[config.mk]
export PLATFORM = sky130hd
export DESIGN_NAME = nr_div_sched
export DESIGN_NICKNAME = d
export VERILOG_FILES = /design/src/rtl/nr_div_sched.sv
export SDC_FILE = /design/constraint.sdc
export NUM_CORES = 1
export LEC_CHECK = 0
export ABC_AREA = 1
export BUFFER_PORTS_ARGS = -buffer_cell sky130_fd_sc_hd__clkbuf_2
export CORE_AREA = 2 2 408 410
export CTS_CLUSTER_SIZE = 28
export DETAILED_ROUTE_END_ITERATION = 10
export DIE_AREA = 0 0 410 412
export GPL_TIMING_DRIVEN = 0
export PLACE_DENSITY = 0.31
export SETUP_SLACK_MARGIN = 0.02
export SYNTH_ARGS = -nofsm -noshare
export SYNTH_HDL_FRONTEND = slang
export SYNTH_SLANG_ARGS = --single-unit
[constraint.sdc]
create_clock -name clk -period 2 [get_ports clk]
set_input_delay 0.6 -clock clk [delete_from_list [all_inputs] [get_ports clk]]
set_output_delay 0.6 -clock clk [all_outputs]
set_load 0.02 [all_outputs]
[src/rtl/nr_div_sched.sv]
// rtl/nr_div_sched.sv - round-robin scheduler sharing one NR divider between two requesters
module nr_div_sched #(
    parameter int N       = 4096,
    parameter int M       = 2048,
    parameter int Block   = 128,
    parameter int TIMEOUT = 4096
) (
    input  logic             clk,
    input  logic             rst,
    input  logic             req_0,
    input  logic             req_1,
    output logic             gnt_0,
    output logic             gnt_1,
    input  logic             blk_vld_0,
    input  logic             blk_vld_1,
    input  logic [Block-1:0] dividend_blk_0,
    input  logic [Block-1:0] dividend_blk_1,
    input  logic [Block-1:0] divisor_blk_0,
    input  logic [Block-1:0] divisor_blk_1,
    output logic [Block-1:0] q_blk_o,
    output logic             q_vld_0,
    output logic             q_vld_1,
    output logic             done_0,
    output logic             done_1,
    output logic             err_0,
    output logic             err_1,
    output logic             div_valid_in,
    output logic             div_data_vld_in,
    output logic [Block-1:0] div_dividend_in,
    output logic [Block-1:0] div_divisor_in,
    input  logic [Block-1:0] div_quotient_out,
    input  logic             div_data_vld_out,
    output logic             div_rst_n
);
    localparam int NB = N / Block;
    localparam int MB = M / Block;
    localparam int IW = $clog2(NB) + 1;
    localparam int OW = $clog2(MB) + 1;
    localparam int WW = $clog2(TIMEOUT) + 1;
    localparam logic [IW-1:0] IN_LAST  = IW'(NB - 1);
    localparam logic [IW-1:0] DIVS_END = IW'(MB);
    localparam logic [OW-1:0] OUT_LAST = OW'(MB - 1);
    localparam logic [WW-1:0] WD_LAST  = WW'(TIMEOUT - 1);

    typedef enum logic [2:0] {
        S_IDLE, S_START, S_LOAD, S_WAIT, S_DONE, S_ABORT
    } state_t;

    state_t          state;
    logic            owner;
    logic            prio;
    logic [IW-1:0]   in_cnt;
    logic [OW-1:0]   out_cnt;
    logic [WW-1:0]   wdog;

    logic             pick;
    logic             own_vld;
    logic [Block-1:0] own_dividend;
    logic [Block-1:0] own_divisor;

    // Priority only matters when both requesters compete for the same IDLE cycle.
    assign pick         = (req_0 && req_1) ? prio : req_1;
    assign own_vld      = owner ? blk_vld_1 : blk_vld_0;
    assign own_dividend = owner ? dividend_blk_1 : dividend_blk_0;
    assign own_divisor  = owner ? divisor_blk_1 : divisor_blk_0;

    always_ff @(posedge clk) begin
        if (rst) begin
            state           <= S_IDLE;
            owner           <= 1'b0;
            prio            <= 1'b0;
            in_cnt          <= '0;
            out_cnt         <= '0;
            wdog            <= '0;
            gnt_0           <= 1'b0;
            gnt_1           <= 1'b0;
            q_blk_o         <= '0;
            q_vld_0         <= 1'b0;
            q_vld_1         <= 1'b0;
            done_0          <= 1'b0;
            done_1          <= 1'b0;
            err_0           <= 1'b0;
            err_1           <= 1'b0;
            div_valid_in    <= 1'b0;
            div_data_vld_in <= 1'b0;
            div_dividend_in <= '0;
            div_divisor_in  <= '0;
            div_rst_n       <= 1'b0;
        end else begin
            div_valid_in    <= 1'b0;
            div_data_vld_in <= 1'b0;
            q_vld_0         <= 1'b0;
            q_vld_1         <= 1'b0;
            done_0          <= 1'b0;
            done_1          <= 1'b0;
            err_0           <= 1'b0;
            err_1           <= 1'b0;
            div_rst_n       <= 1'b1;
            unique case (state)
                S_IDLE: begin
                    if (req_0 || req_1) begin
                        owner        <= pick;
                        gnt_0        <= ~pick;
                        gnt_1        <= pick;
                        div_valid_in <= 1'b1;
                        in_cnt       <= '0;
                        out_cnt      <= '0;
                        wdog         <= '0;
                        state        <= S_START;
                    end
                end
                S_START: state <= S_LOAD;
                S_LOAD: begin
                    if (own_vld) begin
                        div_data_vld_in <= 1'b1;
                        div_dividend_in <= own_dividend;
                        // The divisor is shorter than the dividend; zero-pad its tail beats.
                        div_divisor_in  <= (in_cnt < DIVS_END) ? own_divisor : '0;
                        in_cnt          <= in_cnt + 1'b1;
                        if (in_cnt == IN_LAST) state <= S_WAIT;
                    end
                end
                S_WAIT: begin
                    wdog <= wdog + 1'b1;
                    if (div_data_vld_out) begin
                        q_blk_o <= div_quotient_out;
                        q_vld_0 <= ~owner;
                        q_vld_1 <= owner;
                        out_cnt <= out_cnt + 1'b1;
                    end
                    if (div_data_vld_out && out_cnt == OUT_LAST) begin
                        done_0 <= ~owner;
                        done_1 <= owner;
                        state  <= S_DONE;
                    end else if (wdog == WD_LAST) begin
                        err_0     <= ~owner;
                        err_1     <= owner;
                        div_rst_n <= 1'b0;
                        state     <= S_ABORT;
                    end
                end
                S_DONE, S_ABORT: begin
                    gnt_0 <= 1'b0;
                    gnt_1 <= 1'b0;
                    prio  <= ~owner;
                    state <= S_IDLE;
                end
                default: state <= S_IDLE;
            endcase
        end
    end
endmodule

=== Word-level counts from Yosys, hierarchy flattened ===
Cells that the tools add are included.

* Register bits: 424
* Input bits: 647
* Output and inout port bits: 395
* Logic and storage cells: 94

* Add/sub/neg operators: 3
* Order comparisons: 1
* Equality and inequality tests: 13
* Mux-type cells: 28
* Bitwise operators: 8
* Reduce and logical (&&, ||, !) cells: 21

{| class="wikitable"
|+ Operator list
! cell !! count
|-
| $mux W128 || 3
|-
| $pmux W13 S2 || 1
|-
| $mux W3 || 5
|-
| $add A13 B1 Y13 const B || 1
|-
| $eq A13 B12 Y1 const B || 1
|-
| $mux W13 || 1
|-
| $mux W6 || 2
|-
| $pmux W3 S4 || 1
|-
| $pmux W6 S2 || 1
|-
| $mux W5 || 2
|-
| $pmux W5 S2 || 1
|-
| $reduce_and A2 Y1 || 5
|-
| $mux W1 || 9
|-
| $ne A2 B2 Y1 const B || 4
|-
| $not A1 Y1 || 8
|-
| $add A6 B1 Y6 const B || 1
|-
| $eq A3 B2 Y1 const B || 2
|-
| $eq A3 B3 Y1 const B || 2
|-
| $eq A6 B5 Y1 const B || 1
|-
| $lt A6 B5 Y1 const B || 1
|-
| $reduce_and A3 Y1 || 2
|-
| $reduce_bool A2 Y1 || 3
|-
| $reduce_or A2 Y1 || 3
|-
| $reduce_or A3 Y1 || 2
|-
| other kinds (10) || 12
|}

=== Longest topological paths before layout ===
* Depth in word-level cells: 5
* Depth in mapped cells: 9
* Gate-level depth less buffers: 9

=== Least setup slack after synthesis ===
No wires, ideal clock.

* Path type: input port to flip-flop
* From: input port rst
* To: register div_divisor_in[100]
* Setup time: 132 ps
* Data arrival time: 1455 ps
* Required time: 1868 ps
* Path slack: 413 ps
* Stages: 4
* Path buffers: 3
* Cells stage by stage: clkbuf_1 > buf_1 > clkbuf_1 > a21oi_1

{| class="wikitable"
|+ RTL lines
! item !! RTL line !! RTL
|-
| start, declared || 9 || <nowiki>input logic rst,</nowiki>
|-
| end signal, assigned || 118 || <nowiki>div_divisor_in <= (in_cnt < DIVS_END) ? own_divisor : '0;</nowiki>
|-
| end, declared || 30 || <nowiki>output logic [Block-1:0] div_divisor_in,</nowiki>
|}

No word-level cell between the ends.

=== Worst setup path in the final report ===
* From: register div_dividend_in[25]
* To: output port div_dividend_in[25]

{| class="wikitable"
|+ RTL lines
! item !! RTL line !! RTL
|-
| start, declared || 29 || <nowiki>output logic [Block-1:0] div_dividend_in,</nowiki>
|-
| start signal, assigned || 116 || <nowiki>div_dividend_in <= own_dividend;</nowiki>
|}

No word-level cell between the ends.

==> impl_summary.txt <==
----------------------------------------------------
[Timing]
  Final count of pins violating max slew ... 0
  Setup repair after global routing missed its margin ... yes
  Transition time at the pin with the least slew margin ... approximately 1.2 ns
  Setup tns final ... 0 ns
  Setup violations, final ... 0
  Hold violation count in the final report ... 0
  Min Tclk post-route ... around 1.9 ns
  Maximum frequency from static timing analysis ... roughly 530 MHz
  Slew HR ... 0.226
  Final worst-path cycle share ... 0.949
  Setup clock skew after layout ... just over 0.02 ns

[Synthesis]
  Main combinational cell family by area after synthesis ... simple AND/OR/NAND/NOR gates
  EDFF count, synth ... 0
  Fraction of registers with async set/reset ... 0
  Synthesized net count ... around 3100
  Post-synthesis instance area ... ~0.018 sq mm
  Synth Flop Type ... dfxtp_1
  Fraction of the yosys area taken by sequential cells ... 0.484
  Top-area cell type share of the netlist area ... 0.484
  Xor/xnor share of the synthesized area ... 0.000999
  Count leader, synth ... nand2_1
  Post-synthesis share of cell area spent on full adders, half adders and majority gates ... 0.00285
  Cell type with the largest total area after synthesis ... dfxtp_1
  Cells taking the most area after synthesis ... dfxtp_1 48%, nand2_1 14%, nor2_1 7.7%
  Average size of a mapped cell ... around 7.3 sq um
  Fraction of the mapped netlist area in compound gates ... 0.223
  Post-Syn Instances ... 2400
  Post-synthesis sequential element count ... around 420
  Post-synthesis mux area share ... 0
  Post-synthesis share of cell area spent on and, or, nand and nor gates ... 0.227
  YS warnings ... 0
  Number of distinct library cells after synthesis ... 31
  Leading cell types by count after synthesis ... 642 x nand2_1, 424 x dfxtp_1, 358 x nor2_1, 217 x a21oi_1, 169 x o21ai_0

[Worst setup path]
  Type of the setup path with the least slack ... register to output pin
  Critical R2R Launch ... owner$_SDFFE_PP0P_
  Slowest cell on crit path ... dfxtp_1
  Arrival time reported for the critical path endpoint ... 1.30 ns
  Critical path capture point type ... output pin
  Worst-case reg-to-reg path depth ... 9
  Capturing point of the worst reg2reg path ... div_divisor_in[19]$_SDFFE_PP0P_
  Slack of the worst reg-to-reg path ... 0.15 ns
  Endpoint required time on the critical path ... 1.40 ns
  Peak per-stage delay on the critical path ... around 0.44 ns
  Max Fanout on Critical Path ... 2
  Buf/Inv on CP ... 1
  Sort of element at the start of the critical path ... register
  CP cell instances ... clkbuf_2
  Largest delay contributor family on the critical path ... flip-flops

[Layout]
  Final nets ... about 4200
  Ratio of cells with drive above 1 in the final layout ... 0.373
  Layout-stage area growth over the synthesis result ... 60.2%
  Final instance area ... around 0.028 sq mm

[Floorplan]
  Total number of placement rows ... between 100 and 150
  Effective utilization at floorplan ... 0.107
  Core box area ... about 0.16 sq mm
  Die Ht ... between 400 and 500 um
  Number of top-level pins ... 1042
  Overall die area ... 0.169 sq mm
  Die span in x ... about 400 um

[CTS]
  Clock transition time at the flip-flop clock pins of the worst setup and hold paths ... roughly 0.060 ns
  Root Buffer ... clkbuf_16
  Maximum level of the CTS H-tree ... 3
  Buffer depth of the longest clock path ... 3
  CTS tree ... built
  Number of buffers created by CTS ... between 60 and 70
  Clock net sink count ... between 400 and 500
  Quantity of hold-fixing buffers added after cts ... 0
  Clock latency on the worst-skew pair ... about 0.64 ns

[Job]
  Max-Cap Viols ... 0

[Global routing]
  First-pass GRT wire length ... around 180000 um
  Total global-route track usage ... 0.155
  Antenna violations before repair ... 53
  Congestion Overflow GR ... 0
  Number of global-route vias before repair ... about 21000
  Maximum number of pins on one net before global-route repair ... 11

[Worst hold path]
  Endpoint of the worst hold-timing path ... q_blk_o[123]$_SDFFE_PP0N_
  Cell depth of the worst hold path ... 3
  Beginning of the worst hold path ... div_quotient_out[123]
  Type of the tightest min-delay check ... input port to register

[Route]
  Drt via density ... 3.74
  Vias ... 21500
  Total detailed-routing wirelength ... between 100000 and 150000 um
  WL per Instance ... 23.7 um
  Drt initial violations ... about 1100
  DR DRC count ... 0
  Iteration count of the initial detailed-routing pass ... 5
  Remaining number of nets flagged by the antenna check after routing ... 0

[Power]
  Worst IR Drop VDD ... 568 uV
  Static Leakage ... approximately 0.012 uW
  Power per cell area ... around 1300 mW/mm^2

[Placement]
  Routability Congestion ... around 0.9
  Count of input and output buffers ... approximately 1000
  Estimated wirelength of the detail-placed design ... roughly 110000 um
  Standard cell area after detailed placement ... about 0.025 sq mm

[Outcome]
  Outcome ... finished clean

----------------------------------------------------
[worst register-to-register path, cell delays in order (launching register included)]
cell and delay [ns]:
dfxtp_1 0.38, inv_2 0.14, nand2_1 0.10, nand2_2 0.12, nor2_4 0.14, buf_4 0.14, buf_6 0.21, buf_4 0.23
o211ai_1 0.15, a21oi_1 0.16
[through the flow]
step | instances | power (uW) | hold slack [ns] | setup WS (ns) | utilization
after floorplan | 2400 | 17400 | 0.439 | 0.413 | -
after global placement | 5630 | 23400 | 0.452 | -1.72 | 0.155
after detailed placement | 5630 | 23400 | 0.454 | -1.75 | 0.155
after CTS | 5747 | 36300 | 0.103 | 0.0180 | 0.170
after global routing | 5755 | 37600 | 0.139 | 0.0138 | 0.171
final | 5760 | 35500 | 0.194 | 0.102 | 0.171
[layout by cell type, fill, tap and decap left out, types with 21 or more instances in the layout]
cell type  synthesis  routed
clkbuf_2           0    1065
nand2_1          642     640
dfxtp_1          424     407
nor2_1           358     355
a21oi_1          217     216
o21ai_0          169     168
a31oi_1          128     128
clkbuf_16          0      69
clkbuf_1          86      66
a211oi_1          61      61
o21ai_1           58      59
o211ai_1          56      56
buf_2             82      48
inv_1             37      37
buf_4             16      37
buf_6              2      23
nand3_1           21      21
[logic make-up after synthesis]
logic type	after synthesis
XOR/XNOR	2
AO/OA/AOI/OAI	690
buffers and inverters	241
adder cells (fa/ha/maj)	4
AND/OR/NAND/NOR	1039
flip-flops	424
[registers in the layout, summed over array words and instances, names as in the netlist]
signal and cells:
wdog 13, prio 1, in_cnt 6, div_rst_n 1, gnt_1 1, q_blk_o 128, out_cnt 5, q_vld_0 1
div_dividend_in 128, div_divisor_in 128, q_vld_1 1, div_valid_in 1, err_0 1, div_data_vld_in 1, owner 1, err_1 1
done_0 1, done_1 1, gnt_0 1, state 3
[routing by layer]
metal  routed length (um)  share of wire  global-route usage
met5                   55        0.00040                   0
met4                 4050          0.030              0.0470
met3                 9060          0.066              0.0411
met2                67700           0.50               0.270
met1                55600           0.41               0.183
[power by group]
group	internal [uW]	switching, uW
clock network	7300	4810
logic	3740	8450
registers	10100	1060
[worst max-delay path by stage]
stage	depth (start not counted)	slack [ns]	start	to
floorplan	4	0.41	rst	div_divisor_in[100]$_SDFFE_PP0P_
detailed placement	5	-1.75	rst	div_divisor_in[51]$_SDFFE_PP0P_
CTS	6	0.02	owner$_SDFFE_PP0P_	div_dividend_in[17]$_SDFFE_PP0P_
global placement	5	-1.72	rst	div_divisor_in[46]$_SDFFE_PP0P_
finish	1	0.10	div_dividend_in[25]$_SDFFE_PP0P_	div_dividend_in[25]
global route	8	0.01	owner$_SDFFE_PP0P_	div_dividend_in[13]$_SDFFE_PP0P_
[repair_timing]
| action | in CTS | in global routing |
|---|---|---|
| setup endpoints to repair | 375 | 221 |
| endpoints found under the hold margin | 0 | 0 |
| pin swaps | 1 | 0 |
| setup buffers | 2 | 0 |
| gates resized for setup | 135 | 50 |
[cell type report]
class                      instances  area, sq um
buffer                           202         1240
multi-input combinational       1735         7980
clock buffer                      97         1960
fill                           19200       136000
inverter                          39          146
sequential                       424         8510
antenna                           13         32.5
tap                             2189         2740
timing repair buffer            1043         5250
clock inverter                    18          220
Note: power is estimated with default switching activity, not from simulation.
